**config.mk**
```make
export PLATFORM = sky130hd
export DESIGN_NAME = dm_bridge_flat
export DESIGN_NICKNAME = d
export VERILOG_FILES = /design/src/rtl/dm_bridge_pkg.sv /design/src/rtl/dm_bridge_if.sv /design/src/rtl/dm_lane_align.sv /design/src/rtl/dm_bridge.sv /design/src/flat_wrapper.sv
export SDC_FILE = /design/constraint.sdc
export NUM_CORES = 1
export LEC_CHECK = 0
export ABC_AREA = 0
export ABC_CLOCK_PERIOD_IN_PS = 2900
export BUFFER_PORTS_ARGS = -buffer_cell sky130_fd_sc_hd__buf_2
export CORE_MARGIN = 10
export CORE_UTILIZATION = 45
export CTS_CLUSTER_DIAMETER = 120
export DETAILED_ROUTE_END_ITERATION = 16
export HOLD_SLACK_MARGIN = 0.12
export PLACE_DENSITY = 0.77
export SYNTH_ARGS = -nofsm -noshare
export SYNTH_HDL_FRONTEND = slang
export SYNTH_SLANG_ARGS = --single-unit
```
**constraint.sdc**
```tcl
create_clock -name clka -period 2.9 [get_ports clka]
set_input_delay 0.435 -clock clka [delete_from_list [all_inputs] [get_ports clka]]
set_output_delay 0.435 -clock clka [all_outputs]
set_load 0.05 [all_outputs]
```
**src/rtl/dm_bridge_pkg.sv**
```systemverilog
// Shared encodings for the dm_bridge load/store unit: access sizes, FSM states, default depth.
package dm_bridge_pkg;
  localparam logic [1:0] SZ_BYTE = 2'b00;
  localparam logic [1:0] SZ_HALF = 2'b01;
  localparam logic [1:0] SZ_WORD = 2'b10;

  localparam int DM_WORDS_DEFAULT = 4096;

  typedef enum logic [2:0] {
    S_IDLE,
    S_RD,
    S_WR,
    S_RSP,
    S_ERR
  } state_e;
endpackage

```
**src/rtl/dm_bridge_if.sv**
```systemverilog
// CPU-side request/response bus of dm_bridge; master = CPU memory stage, slave = bridge.
interface dm_bridge_if;
  logic        req_valid;
  logic        req_ready;
  logic        req_we;
  logic [1:0]  req_size;
  logic        req_signed;
  logic [31:0] req_addr;
  logic [31:0] req_wdata;
  logic        rsp_valid;
  logic [31:0] rsp_rdata;
  logic        rsp_err;

  modport master (
    output req_valid, req_we, req_size, req_signed, req_addr, req_wdata,
    input  req_ready, rsp_valid, rsp_rdata, rsp_err
  );
  modport slave (
    input  req_valid, req_we, req_size, req_signed, req_addr, req_wdata,
    output req_ready, rsp_valid, rsp_rdata, rsp_err
  );
endinterface

```
**src/rtl/dm_lane_align.sv**
```systemverilog
// Combinational lane logic: load extract/extend and sub-word store merge (little-endian).
module dm_lane_align
  import dm_bridge_pkg::*;
(
  input  logic [1:0]  size,
  input  logic        sgn,
  input  logic [1:0]  addr_lo,
  input  logic [31:0] word,
  input  logic [31:0] wdata,
  output logic [31:0] rdata,
  output logic [31:0] st_word
);
  logic [7:0]  byte_v;
  logic [15:0] half_v;

  always_comb begin
    byte_v = word[8*addr_lo +: 8];
    half_v = addr_lo[1] ? word[31:16] : word[15:0];
    case (size)
      SZ_BYTE: rdata = {{24{sgn & byte_v[7]}}, byte_v};
      SZ_HALF: rdata = {{16{sgn & half_v[15]}}, half_v};
      default: rdata = word;
    endcase
  end

  // Each byte lane either keeps the old memory byte or takes the matching byte of wdata.
  for (genvar k = 0; k < 4; k++) begin : g_lane
    localparam logic [1:0] LANE = 2'(k);
    logic       en;
    logic [1:0] src;
    always_comb begin
      en  = (size == SZ_WORD) ||
            (size == SZ_HALF && addr_lo[1] == LANE[1]) ||
            (size == SZ_BYTE && addr_lo == LANE);
      src = (size == SZ_WORD) ? LANE : (size == SZ_HALF) ? {1'b0, LANE[0]} : 2'b00;
    end
    assign st_word[8*k +: 8] = en ? wdata[8*src +: 8] : word[8*k +: 8];
  end
endmodule

```
**src/rtl/dm_bridge.sv**
```systemverilog
// Load/store bridge between the CPU memory stage and a synchronous-read word memory.
// Optional: DM_BRIDGE_ALIGN_CHECK_EN rejects misaligned half/word accesses instead of aligning them.
module dm_bridge
  import dm_bridge_pkg::*;
#(
  parameter int DEPTH_WORDS = DM_WORDS_DEFAULT
) (
  input  logic         clka,
  input  logic         rsta_n,
  dm_bridge_if.slave   bus,
  output logic [3:0]   mem_wea,
  output logic [31:0]  mem_addra,
  output logic [31:0]  mem_dina,
  input  logic [31:0]  mem_douta
);
  state_e      state, state_nx;
  logic        r_we, r_sgn;
  logic [1:0]  r_size;
  logic [31:0] r_addr, r_wdata;

  logic        accept, err_in, mis_in, range_bad;
  logic [31:0] addr_in;
  logic [31:0] ld_data, st_word;

  assign accept    = bus.req_valid && (state == S_IDLE);
  assign range_bad = {2'b00, bus.req_addr[31:2]} >= 32'(DEPTH_WORDS);

`ifdef DM_BRIDGE_ALIGN_CHECK_EN
  always_comb begin
    mis_in  = (bus.req_size == SZ_HALF && bus.req_addr[0]) ||
              (bus.req_size == SZ_WORD && bus.req_addr[1:0] != 2'b00);
    addr_in = bus.req_addr;
  end
`else
  // Misaligned low bits are snapped to the natural alignment of the access.
  always_comb begin
    mis_in  = 1'b0;
    addr_in = bus.req_addr;
    if (bus.req_size == SZ_HALF) addr_in[0]   = 1'b0;
    if (bus.req_size == SZ_WORD) addr_in[1:0] = 2'b00;
  end
`endif

  assign err_in = (bus.req_size == 2'b11) || range_bad || mis_in;

  always_ff @(posedge clka or negedge rsta_n) begin
    if (!rsta_n) begin
      state   <= S_IDLE;
      r_we    <= 1'b0;
      r_sgn   <= 1'b0;
      r_size  <= 2'b00;
      r_addr  <= '0;
      r_wdata <= '0;
    end else begin
      state <= state_nx;
      if (accept) begin
        r_we    <= bus.req_we;
        r_sgn   <= bus.req_signed;
        r_size  <= bus.req_size;
        r_addr  <= addr_in;
        r_wdata <= bus.req_wdata;
      end
    end
  end

  always_comb begin
    state_nx = state;
    case (state)
      S_IDLE: if (accept) begin
        if (err_in)                       state_nx = S_ERR;
        else if (!bus.req_we)             state_nx = S_RD;
        else if (bus.req_size == SZ_WORD) state_nx = S_WR;
        else                              state_nx = S_RD;
      end
      S_RD:    state_nx = r_we ? S_WR : S_RSP;
      S_WR:    state_nx = S_RSP;
      S_RSP:   state_nx = S_IDLE;
      S_ERR:   state_nx = S_IDLE;
      default: state_nx = S_IDLE;
    endcase
  end

  dm_lane_align u_align (
    .size    (r_size),
    .sgn     (r_sgn),
    .addr_lo (r_addr[1:0]),
    .word    (mem_douta),
    .wdata   (r_wdata),
    .rdata   (ld_data),
    .st_word (st_word)
  );

  // Write enable decodes straight from state so an async reset kills it immediately.
  always_comb begin
    bus.req_ready = (state == S_IDLE);
    bus.rsp_valid = (state == S_RSP) || (state == S_ERR);
    bus.rsp_err   = (state == S_ERR);
    bus.rsp_rdata = (state == S_RSP && !r_we) ? ld_data : 32'h0;
    mem_wea       = (state == S_WR) ? 4'hF : 4'h0;
    mem_addra     = {2'b00, r_addr[31:2]};
    mem_dina      = (state == S_WR) ? st_word : r_wdata;
  end
endmodule

```
**src/flat_wrapper.sv**
```systemverilog
// flat-port wrapper written by rule: the top's interface ports become plain ports
module dm_bridge_flat import dm_bridge_pkg::*;
#(
  parameter int DEPTH_WORDS = DM_WORDS_DEFAULT
)
  (clka, rsta_n, mem_wea, mem_addra, mem_dina, mem_douta, bus_req_valid, bus_req_we, bus_req_size, bus_req_signed, bus_req_addr, bus_req_wdata, bus_req_ready, bus_rsp_valid, bus_rsp_rdata, bus_rsp_err);
  dm_bridge_if bus_i ();
  input  logic clka;
  input  logic rsta_n;
  output logic [3:0] mem_wea;
  output logic [31:0] mem_addra;
  output logic [31:0] mem_dina;
  input  logic [31:0] mem_douta;
  input wire logic [$bits(bus_i.req_valid)-1:0] bus_req_valid;
  input wire logic [$bits(bus_i.req_we)-1:0] bus_req_we;
  input wire logic [$bits(bus_i.req_size)-1:0] bus_req_size;
  input wire logic [$bits(bus_i.req_signed)-1:0] bus_req_signed;
  input wire logic [$bits(bus_i.req_addr)-1:0] bus_req_addr;
  input wire logic [$bits(bus_i.req_wdata)-1:0] bus_req_wdata;
  output wire logic [$bits(bus_i.req_ready)-1:0] bus_req_ready;
  output wire logic [$bits(bus_i.rsp_valid)-1:0] bus_rsp_valid;
  output wire logic [$bits(bus_i.rsp_rdata)-1:0] bus_rsp_rdata;
  output wire logic [$bits(bus_i.rsp_err)-1:0] bus_rsp_err;
  assign bus_i.req_valid = bus_req_valid;
  assign bus_i.req_we = bus_req_we;
  assign bus_i.req_size = bus_req_size;
  assign bus_i.req_signed = bus_req_signed;
  assign bus_i.req_addr = bus_req_addr;
  assign bus_i.req_wdata = bus_req_wdata;
  assign bus_req_ready = bus_i.req_ready;
  assign bus_rsp_valid = bus_i.rsp_valid;
  assign bus_rsp_rdata = bus_i.rsp_rdata;
  assign bus_rsp_err = bus_i.rsp_err;
  dm_bridge #(.DEPTH_WORDS(DEPTH_WORDS)) u_core (.clka(clka), .rsta_n(rsta_n), .bus(bus_i), .mem_wea(mem_wea), .mem_addra(mem_addra), .mem_dina(mem_dina), .mem_douta(mem_douta));
endmodule
```
==> impl_metrics.json, run 1 <==
{
  "routabilityCongestion": 0.923,
  "period_needed_ns": 2.85,
  "clk_latency_ns": 0.34,
  "syn-cell-area_um2": 4530,
  "pwr-share-clk": 0.122,
  "total_power_mw": 5.76,
  "synthArstFlopShare": 1.00,
  "clock.fmax_ghz": 0.350,
  "final_cells": 836,
  "start_kind": "flop",
  "ys.flop_type": "dfrtp_1",
  "dp_cells": 812,
  "final_hold_viol_count": 0,
  "slew_viol_final": 0,
  "ant_nets": 0,
  "required_ns": 2.47,
  "synth_cell_types": 48,
  "grt_pass1_wl_um": 24100,
  "synth_top_family_by_area": "simple AND/OR/NAND/NOR gates",
  "synth_edf_count": 0,
  "switchingPower_mw": 3.02,
  "drv_cap": 0,
  "drcViolationCount": 0,
  "peakVddDrop_v": 0.000517,
  "io_buffers": 203,
  "cts_buffer_depth": 2,
  "outcome": "finished clean",
  "fin_crit_sh": 0.984,
  "swShare": 0.524,
  "yosysTopAreaCell": "dfrtp_1",
  "synth-compound-area-share": 0.147,
  "rsz0062_at_grt": "yes",
  "vias_per_cell": 5.29,
  "row_count": 36,
  "grt_pass1_vias": 4491,
  "whs_ns": 0.190,
  "fin_nets": 803,
  "hp-class": "input port to asynchronous set/reset pin",
  "grt_max_degree": 43,
  "syn_inst": 533,
  "ios": 206,
  "fin_setup_tns_ns": 0,
  "yosysSeqAreaShare": 0.392,
  "vias": 4421,
  "synthMuxAreaShare": 0.107,
  "first_pass_iters": 8,
  "ctsHtreeMaxLevel": 3,
  "p_leak_nw": 3.18,
  "postCtsHoldBufs": 0,
  "grt_overflow": 0,
  "drive_gt1_frac": 0.397,
  "power_density_nw_per_um2": 1010,
  "synth-xor-area-share": 0.00193,
  "cts.sinks": 71,
  "core_area_um2": 9770,
  "die_y_um": 120,
  "synthAdderAreaFrac": 0.00829,
  "setup-violations-final": 0,
  "root_buffer": "clkbuf_8",
  "syn_area_per_cell_um2": 8.49,
  "critPathKind": "flop to output pin",
  "syn2layout_area_growth_pct": 25.5,
  "end_kind": "output pin",
  "synth_top_cells_by_count": "nand2_1, dfrtp_1, buf_4",
  "ys.warnings.count": 0,
  "start_util": 0.463,
  "synthSimpleGateAreaFrac": 0.245,
  "combPwrFrac": 0.594,
  "worstPathArrival_ns": 2.42,
  "tritoncts": "built",
  "finalWirelength_um": 15300,
  "final_core_util": 0.581,
  "synth_most_common_cell": "nand2_1",
  "finClkSkew_ns": 0.00427,
  "internal_power_mw": 2.74,
  "netlist_top_cells_area": "dfrtp_1, nand2_1, buf_4, mux4_2, mux2_2",
  "synth.ff_latch_count": 71,
  "drt_iter0_drc": 429,
  "nFillCells": 901,
  "die_w_um": 120,
  "dieArea_um2": 14500,
  "worstMarginPinSlew_ns": 0.831,
  "dp_hpwl_um": 12200,
  "grt_usage": 0.203,
  "clk_pin_slew_worst_paths_ns": 0.07,
  "antenna_found_initial": 0,
  "crit_fanout": 5,
  "slew_headroom": 0.446,
  "synthDominantCellAreaShare": 0.392,
  "pwr-share-seq": 0.284,
  "wl_per_cell_um": 18.4,
  "cts_buffers": 9
}
stage by stage:
stage / area, um2 / worst slack, ns
2_1_floorplan: 4530 / 0.122
3_3_place_gp: 5390 / 0.249
3_5_place_dp: 5390 / 0.231
4_1_cts: 5620 / -0.0347
5_1_grt: 5680 / -0.0408
6_report: 5680 / 0.0453
final cells by class:
cell class	count	area, um2	area share
Inverter	6	22.5	0.00397
Sequential cell	71	1780	0.313
Clock inverter	4	20.0	0.00353
Timing Repair Buffer	219	1180	0.208
Tap cell	133	166	0.0293
Antenna cell	1	2.50	0.000441
Multi-Input combinational cell	390	2360	0.415
Clock buffer	12	155	0.0273
worst paths after layout:
check / from / to / slack [ns] / depth (start not counted)
hold reg to reg: u_core.r_addr[12] / u_core.r_addr[12] / 0.47 / 2
min in group clka: bus_req_addr[12] / u_core.r_addr[12] / 0.28 / 3
setup reg to reg: u_core.state[2] / u_core.r_addr[1] / 0.95 / 5
hold / removal: rsta_n / u_core.r_wdata[2] / 0.19 / 1
setup / recovery: u_core.r_size[0] / mem_dina[25] / 0.05 / 7
max in group asynchronous: rsta_n / u_core.r_wdata[28] / 2.02 / 2
flip-flops by register name (all words and copies together) (netlist names):
signal and flops:
u_core.r_sgn 1, u_core.r_addr 32, u_core.r_we 1, u_core.state 3, u_core.r_wdata 32, u_core.r_size 2
layer usage:
metal	share of wire	vias to the layer above	track usage
met1	0.42	2085	0.255
li1	-	2104	-
met2	0.47	206	0.320
met3	0.089	26	0.0563
met5	0	-	0
met4	0.021	0	0.0890
worst max-delay path, cell delays in order, from the launching register on:
cell and delay, ns:
dfrtp_1 0.36, inv_1 0.12, ha_4 0.29, buf_4 0.16, mux4_2 0.50, nor2b_1 0.14, a221o_1 0.29, buf_2 0.22
logic make-up after synthesis:
| logic type | Yosys count |
|---|---|
| compound gates | 85 |
| xor+xnor | 1 |
| fa+ha+maj | 3 |
| buf+inv | 73 |
| flops | 71 |
| mux | 35 |
| other cells | 1 |
| simple gates | 264 |
repair_timing:
action,in CTS,in global routing
buffers inserted,4,3
setup endpoints to repair,37,40
pin swaps,2,2
gates resized for setup,4,9
cell usage in the layout, fill, tap and decap left out, types with 4 or more instances in the layout:
master	synthesis	final
buf_2	16	201
nand2_1	200	199
dfrtp_1	71	71
nor2_1	22	22
a21oi_1	21	20
nor2b_1	18	18
mux2_2	16	16
a21o_1	16	16
a221o_1	16	16
buf_4	38	12
clkbuf_8	0	11
mux2i_1	10	10
mux4_2	9	9
a22oi_1	8	8
a222oi_1	6	6
inv_1	5	5
o21ai_0	5	5
nand3_1	4	4
nor4_1	4	4
clkinv_2	0	4
power groups by stage:
stage               sequential [mW]  clock [mW]  combinational [mW]
floorplan                      1.50           0                2.83
detailed placement             1.64           0                3.33
global placement               1.63           0                3.29
global route                   1.68       0.775                3.65
finish                         1.64       0.700                3.42
CTS                            1.62       0.719                3.36
No activity file was read; power rests on OpenSTA's default activity.
==> run 2: changes to the inputs <==
--- a/config.mk
+++ b/config.mk
@@ -7,7 +7,8 @@
 export LEC_CHECK = 0
 export ABC_AREA = 0
 export ABC_CLOCK_PERIOD_IN_PS = 2900
-export BUFFER_PORTS_ARGS = -buffer_cell sky130_fd_sc_hd__buf_2
+export BUFFER_PORTS_ARGS = -buffer_cell sky130_fd_sc_hd__buf_4
+export CORE_ASPECT_RATIO = 2
 export CORE_MARGIN = 10
 export CORE_UTILIZATION = 45
 export CTS_CLUSTER_DIAMETER = 120
==> impl_metrics.json, run 2 (synthesized netlist as in run 1, its figures left out) <==
{
  "core_area_um2": 9760,
  "pwr-share-seq": 0.251,
  "hp-class": "input port to asynchronous set/reset pin",
  "antenna_found_initial": 0,
  "die_w_um": 90.9,
  "crit_fanout": 11,
  "clk_latency_ns": 0.33,
  "worstPathArrival_ns": 2.39,
  "p_leak_nw": 3.33,
  "timing.rr.start": "u_core.state[2]",
  "final_cells": 830,
  "reg2reg_to": "u_core.r_wdata[27]",
  "pre_cts_slack_ns": 0.169,
  "ff2ff_setup_slack_ns": 0.96,
  "drv_cap": 0,
  "tritoncts": "built",
  "drive_gt1_frac": 0.390,
  "required_ns": 2.47,
  "worstMarginPinSlew_ns": 0.898,
  "cts.sinks": 71,
  "fin_crit_sh": 0.973,
  "row_count": 51,
  "slew_headroom": 0.401,
  "final_hold_viol_count": 0,
  "grt_usage": 0.215,
  "power_density_nw_per_um2": 1030,
  "rsz0062_at_grt": "no",
  "internal_power_mw": 3.31,
  "layout_common_cells": "buf_4, nand2_1, dfrtp_1",
  "ant_nets": 0,
  "dieArea_um2": 14700,
  "start_util": 0.464,
  "start_kind": "flop",
  "final_common_cell": "buf_4",
  "grt_pass1_wl_um": 25600,
  "setup-violations-final": 0,
  "vias": 4428,
  "clock.fmax_ghz": 0.354,
  "postCtsHoldBufs": 0,
  "grt_overflow": 0,
  "swShare": 0.485,
  "outcome": "finished clean",
  "dp_hpwl_um": 13100,
  "finalWirelength_um": 16500,
  "cts_buffers": 9,
  "root_buffer": "clkbuf_16",
  "grt_pass1_vias": 4730,
  "pwr-share-clk": 0.173,
  "setup.worst_path.end": "mem_dina[27]",
  "ctsHtreeMaxLevel": 3,
  "fin_setup_tns_ns": 0,
  "period_needed_ns": 2.82,
  "worstSetupStartpoint": "u_core.state[2]",
  "die_y_um": 162,
  "routabilityCongestion": 0.914,
  "largestRegisters": "u_core.r_addr x32, u_core.r_wdata x32, u_core.state x3",
  "fin_ws_ns": 0.0769,
  "grt_max_degree": 72,
  "slew_viol_final": 0,
  "first_pass_iters": 7,
  "syn2layout_area_growth_pct": 38.2,
  "n_antenna_cell": 0,
  "clk_pin_slew_worst_paths_ns": 0.06,
  "vias_per_cell": 5.33,
  "io_buffers": 203,
  "critPathKind": "flop to output pin",
  "combPwrFrac": 0.576,
  "peakVddDrop_v": 0.000652,
  "fin_nets": 799,
  "end_kind": "output pin",
  "dp_cells": 813,
  "finClkSkew_ns": 0.00506,
  "cts_buffer_depth": 2,
  "switchingPower_mw": 3.11,
  "ios": 206,
  "r2r_cells": 5,
  "drt_iter0_drc": 277,
  "wl_per_cell_um": 19.9,
  "drcViolationCount": 0
}
## run 2: area by class of cell
cell class | count | area, um2
repair buffers | 215 | 1640
fillers | 894 | 3510
flip-flops and latches | 71 | 1780
inverters | 6 | 22.5
clock buffers | 10 | 239
multi-input cells | 390 | 2340
clock inverters | 6 | 68.8
well taps | 132 | 165
## run 2: repair_timing
item / in CTS / in global routing
pin swaps: 0 / 2
setup buffers: 0 / 1
endpoints found under the hold margin: 0 / 0
gates resized for setup: 2 / 5
endpoints found under the setup margin: 16 / 42
## run 2: per-stage QoR
step	instance area, um2	power (mW)	utilization	hold slack [ns]
4_1_cts	6220	6.44	0.637	0.268
2_1_floorplan	4530	4.33	-	0.139
3_5_place_dp	5900	5.28	0.604	0.463
5_1_grt	6260	6.75	0.641	0.298
3_3_place_gp	5900	5.21	0.604	0.460
6_report	6260	6.42	0.641	0.233
## run 2: per-layer routing
| layer | routed length, um | vias to the layer above | track usage |
|---|---|---|---|
| li1 | - | 2097 | - |
| met1 | 5730 | 2122 | 0.217 |
| met2 | 9000 | 178 | 0.396 |
| met3 | 1210 | 31 | 0.0586 |
| met4 | 537 | 0 | 0.0960 |
| met5 | 0 | - | 0 |
## run 2: worst max-delay path: stages (launching register included)
cell and delay (ns):
dfrtp_1 0.44, or3b_4 0.54, nor2_4 0.18, and2_1 0.40, a221o_1 0.31, buf_6 0.18
## run 2: worst min path at each step
stage                 startpoint                end  slack [ns]  depth (start not counted)
2_1_floorplan             rsta_n   u_core.r_addr[0]        0.14                          0
3_3_place_gp   u_core.r_addr[12]  u_core.r_addr[12]        0.46                          2
3_5_place_dp    u_core.r_addr[2]   u_core.r_addr[2]        0.46                          2
4_1_cts                   rsta_n   u_core.r_addr[5]        0.27                          1
5_1_grt                   rsta_n   u_core.r_addr[5]        0.30                          1
6_report                  rsta_n   u_core.r_addr[5]        0.23                          1
## run 2: power by group through the flow
stage | registers (mW) | logic (mW) | clock network [mW]
final | 1.61 | 3.70 | 1.11
after global routing | 1.65 | 3.92 | 1.18
after CTS | 1.60 | 3.70 | 1.14
after detailed placement | 1.61 | 3.67 | 0
after global placement | 1.59 | 3.61 | 0
after floorplan | 1.50 | 2.83 | 0
==> run 3: changes to the inputs <==
--- a/config.mk
+++ b/config.mk
@@ -11,9 +11,11 @@
 export CORE_ASPECT_RATIO = 2
 export CORE_MARGIN = 10
 export CORE_UTILIZATION = 45
+export CTS_BUF_LIST = sky130_fd_sc_hd__clkbuf_4 sky130_fd_sc_hd__clkbuf_8
 export CTS_CLUSTER_DIAMETER = 120
 export DETAILED_ROUTE_END_ITERATION = 16
 export HOLD_SLACK_MARGIN = 0.12
+export MAX_ROUTING_LAYER = met4
 export PLACE_DENSITY = 0.77
 export SYNTH_ARGS = -nofsm -noshare
 export SYNTH_HDL_FRONTEND = slang
==> impl_metrics.json, run 3 (synthesized netlist as in run 1, its figures left out) <==
{
  "final_cells": 830,
  "fin_nets": 799,
  "grt_max_degree": 72,
  "required_ns": 2.47,
  "hp-class": "input port to asynchronous set/reset pin",
  "critPathKind": "flop to output pin",
  "finClkSkew_ns": 0.00887,
  "grt_pass1_vias": 4827,
  "drt_iter0_drc": 189,
  "die_y_um": 162,
  "ctsHtreeMaxLevel": 3,
  "finalWirelength_um": 16700,
  "syn2layout_area_growth_pct": 35.2,
  "seq_area_um2": 1780,
  "worstMarginPinSlew_ns": 0.899,
  "vias": 4465,
  "final_hold_viol_count": 0,
  "slew_viol_final": 0,
  "end_kind": "output pin",
  "grt_usage": 0.224,
  "place_area_um2": 5900,
  "fin_area_um2": 6120,
  "io_buffers": 203,
  "drv_cap": 0,
  "cts.sinks": 71,
  "routabilityCongestion": 0.945,
  "cp_slowest_cell": "or3b_4",
  "slew_headroom": 0.401,
  "tritoncts": "built",
  "largestRegisters": "u_core.r_addr x32, u_core.r_wdata x32, u_core.state x3",
  "grt_overflow": 0,
  "outcome": "finished clean",
  "cp_slowest_stage_delay_ns": 0.54,
  "timing.rr.start": "u_core.state[2]",
  "first_pass_iters": 4,
  "layout_common_cells": "buf_4, nand2_1, dfrtp_1",
  "ios": 206,
  "crit_fanout": 11,
  "drcViolationCount": 0,
  "start_kind": "flop",
  "n_antenna_cell": 0,
  "nFillCells": 885,
  "wl_per_cell_um": 20.1,
  "power_density_nw_per_um2": 982,
  "root_buffer": "clkbuf_8",
  "pre_cts_slack_ns": 0.161,
  "total_power_mw": 6.01,
  "dp_hpwl_um": 13300,
  "multiInputGateArea_um2": 2340,
  "cp_top_family": "simple AND/OR/NAND/NOR gates",
  "die_w_um": 90.9,
  "clk_latency_ns": 0.35,
  "crit_buf_inv": 1,
  "p_leak_nw": 3.27,
  "fin_setup_tns_ns": 0,
  "fin_crit_sh": 0.989,
  "start_util": 0.464,
  "row_count": 51,
  "vias_per_cell": 5.38,
  "postCtsHoldBufs": 0,
  "fin_ws_ns": 0.0317,
  "peakVddDrop_v": 0.000535,
  "final_common_cell": "buf_4",
  "antenna_found_initial": 0,
  "core_area_um2": 9760,
  "cts_buffers": 9,
  "clock.fmax_ghz": 0.349,
  "crit_path_cell_trace": "or3b_4, nor2_4, and2_1, a221o_1, buf_4",
  "drive_gt1_frac": 0.393,
  "dieArea_um2": 14700,
  "ant_nets": 0,
  "worstPathArrival_ns": 2.43,
  "period_needed_ns": 2.87,
  "clk_pin_slew_worst_paths_ns": 0.08,
  "grt_pass1_wl_um": 25600,
  "worstSetupStartpoint": "u_core.state[2]",
  "rsz0062_at_grt": "no",
  "cts_buffer_depth": 2,
  "setup-violations-final": 0,
  "dp_cells": 813
}
## run 3: routing by layer
layer	wire length [um]	track usage	share of wire	vias to the layer above
met5	0	-	0	-
met2	9020	0.397	0.54	181
met4	872	0.135	0.052	0
met3	825	0.0397	0.049	53
li1	-	-	-	2091
met1	5980	0.222	0.36	2140
## run 3: path summary, 6_finish.rpt
path	to	slack (ns)	cells after the start
max	mem_dina[27]	0.03	5
min	u_core.r_addr[5]	0.19	1
max reg2reg	u_core.r_wdata[27]	1.08	5
min reg2reg	u_core.r_addr[23]	0.48	2
max in group asynchronous	u_core.r_size[0]	2.10	1
min in group clka	u_core.r_wdata[31]	0.27	3
## run 3: metrics by stage
stage,utilization,hold slack (ns)
2_1_floorplan,-,0.139
3_3_place_gp,0.604,0.459
3_5_place_dp,0.604,0.464
4_1_cts,0.624,0.231
5_1_grt,0.627,0.248
6_report,0.627,0.192
## run 3: repair_timing
| item | in CTS | in global routing |
|---|---|---|
| cloned | 0 | 0 |
| buffers inserted | 0 | 1 |
| setup endpoints to repair | 16 | 45 |
| pin swaps | 1 | 2 |
| hold endpoints to repair | 0 | 0 |
| gates resized for setup | 2 | 5 |
## run 3: power by group
part / switching, mW / leakage (nW) / internal, mW / total [mW]
logic: 2.39 / 2.30 / 1.29 / 3.68
clock network: 0.380 / 0.0887 / 0.342 / 0.722
registers: 0.285 / 0.877 / 1.32 / 1.61
## run 3: final cells by class
class | count | area share
Multi-Input combinational cell | 390 | 0.382
Sequential cell | 71 | 0.290
Timing Repair Buffer | 215 | 0.268
Tap cell | 132 | 0.0270
Clock buffer | 11 | 0.0237
Clock inverter | 5 | 0.00552
Inverter | 6 | 0.00368
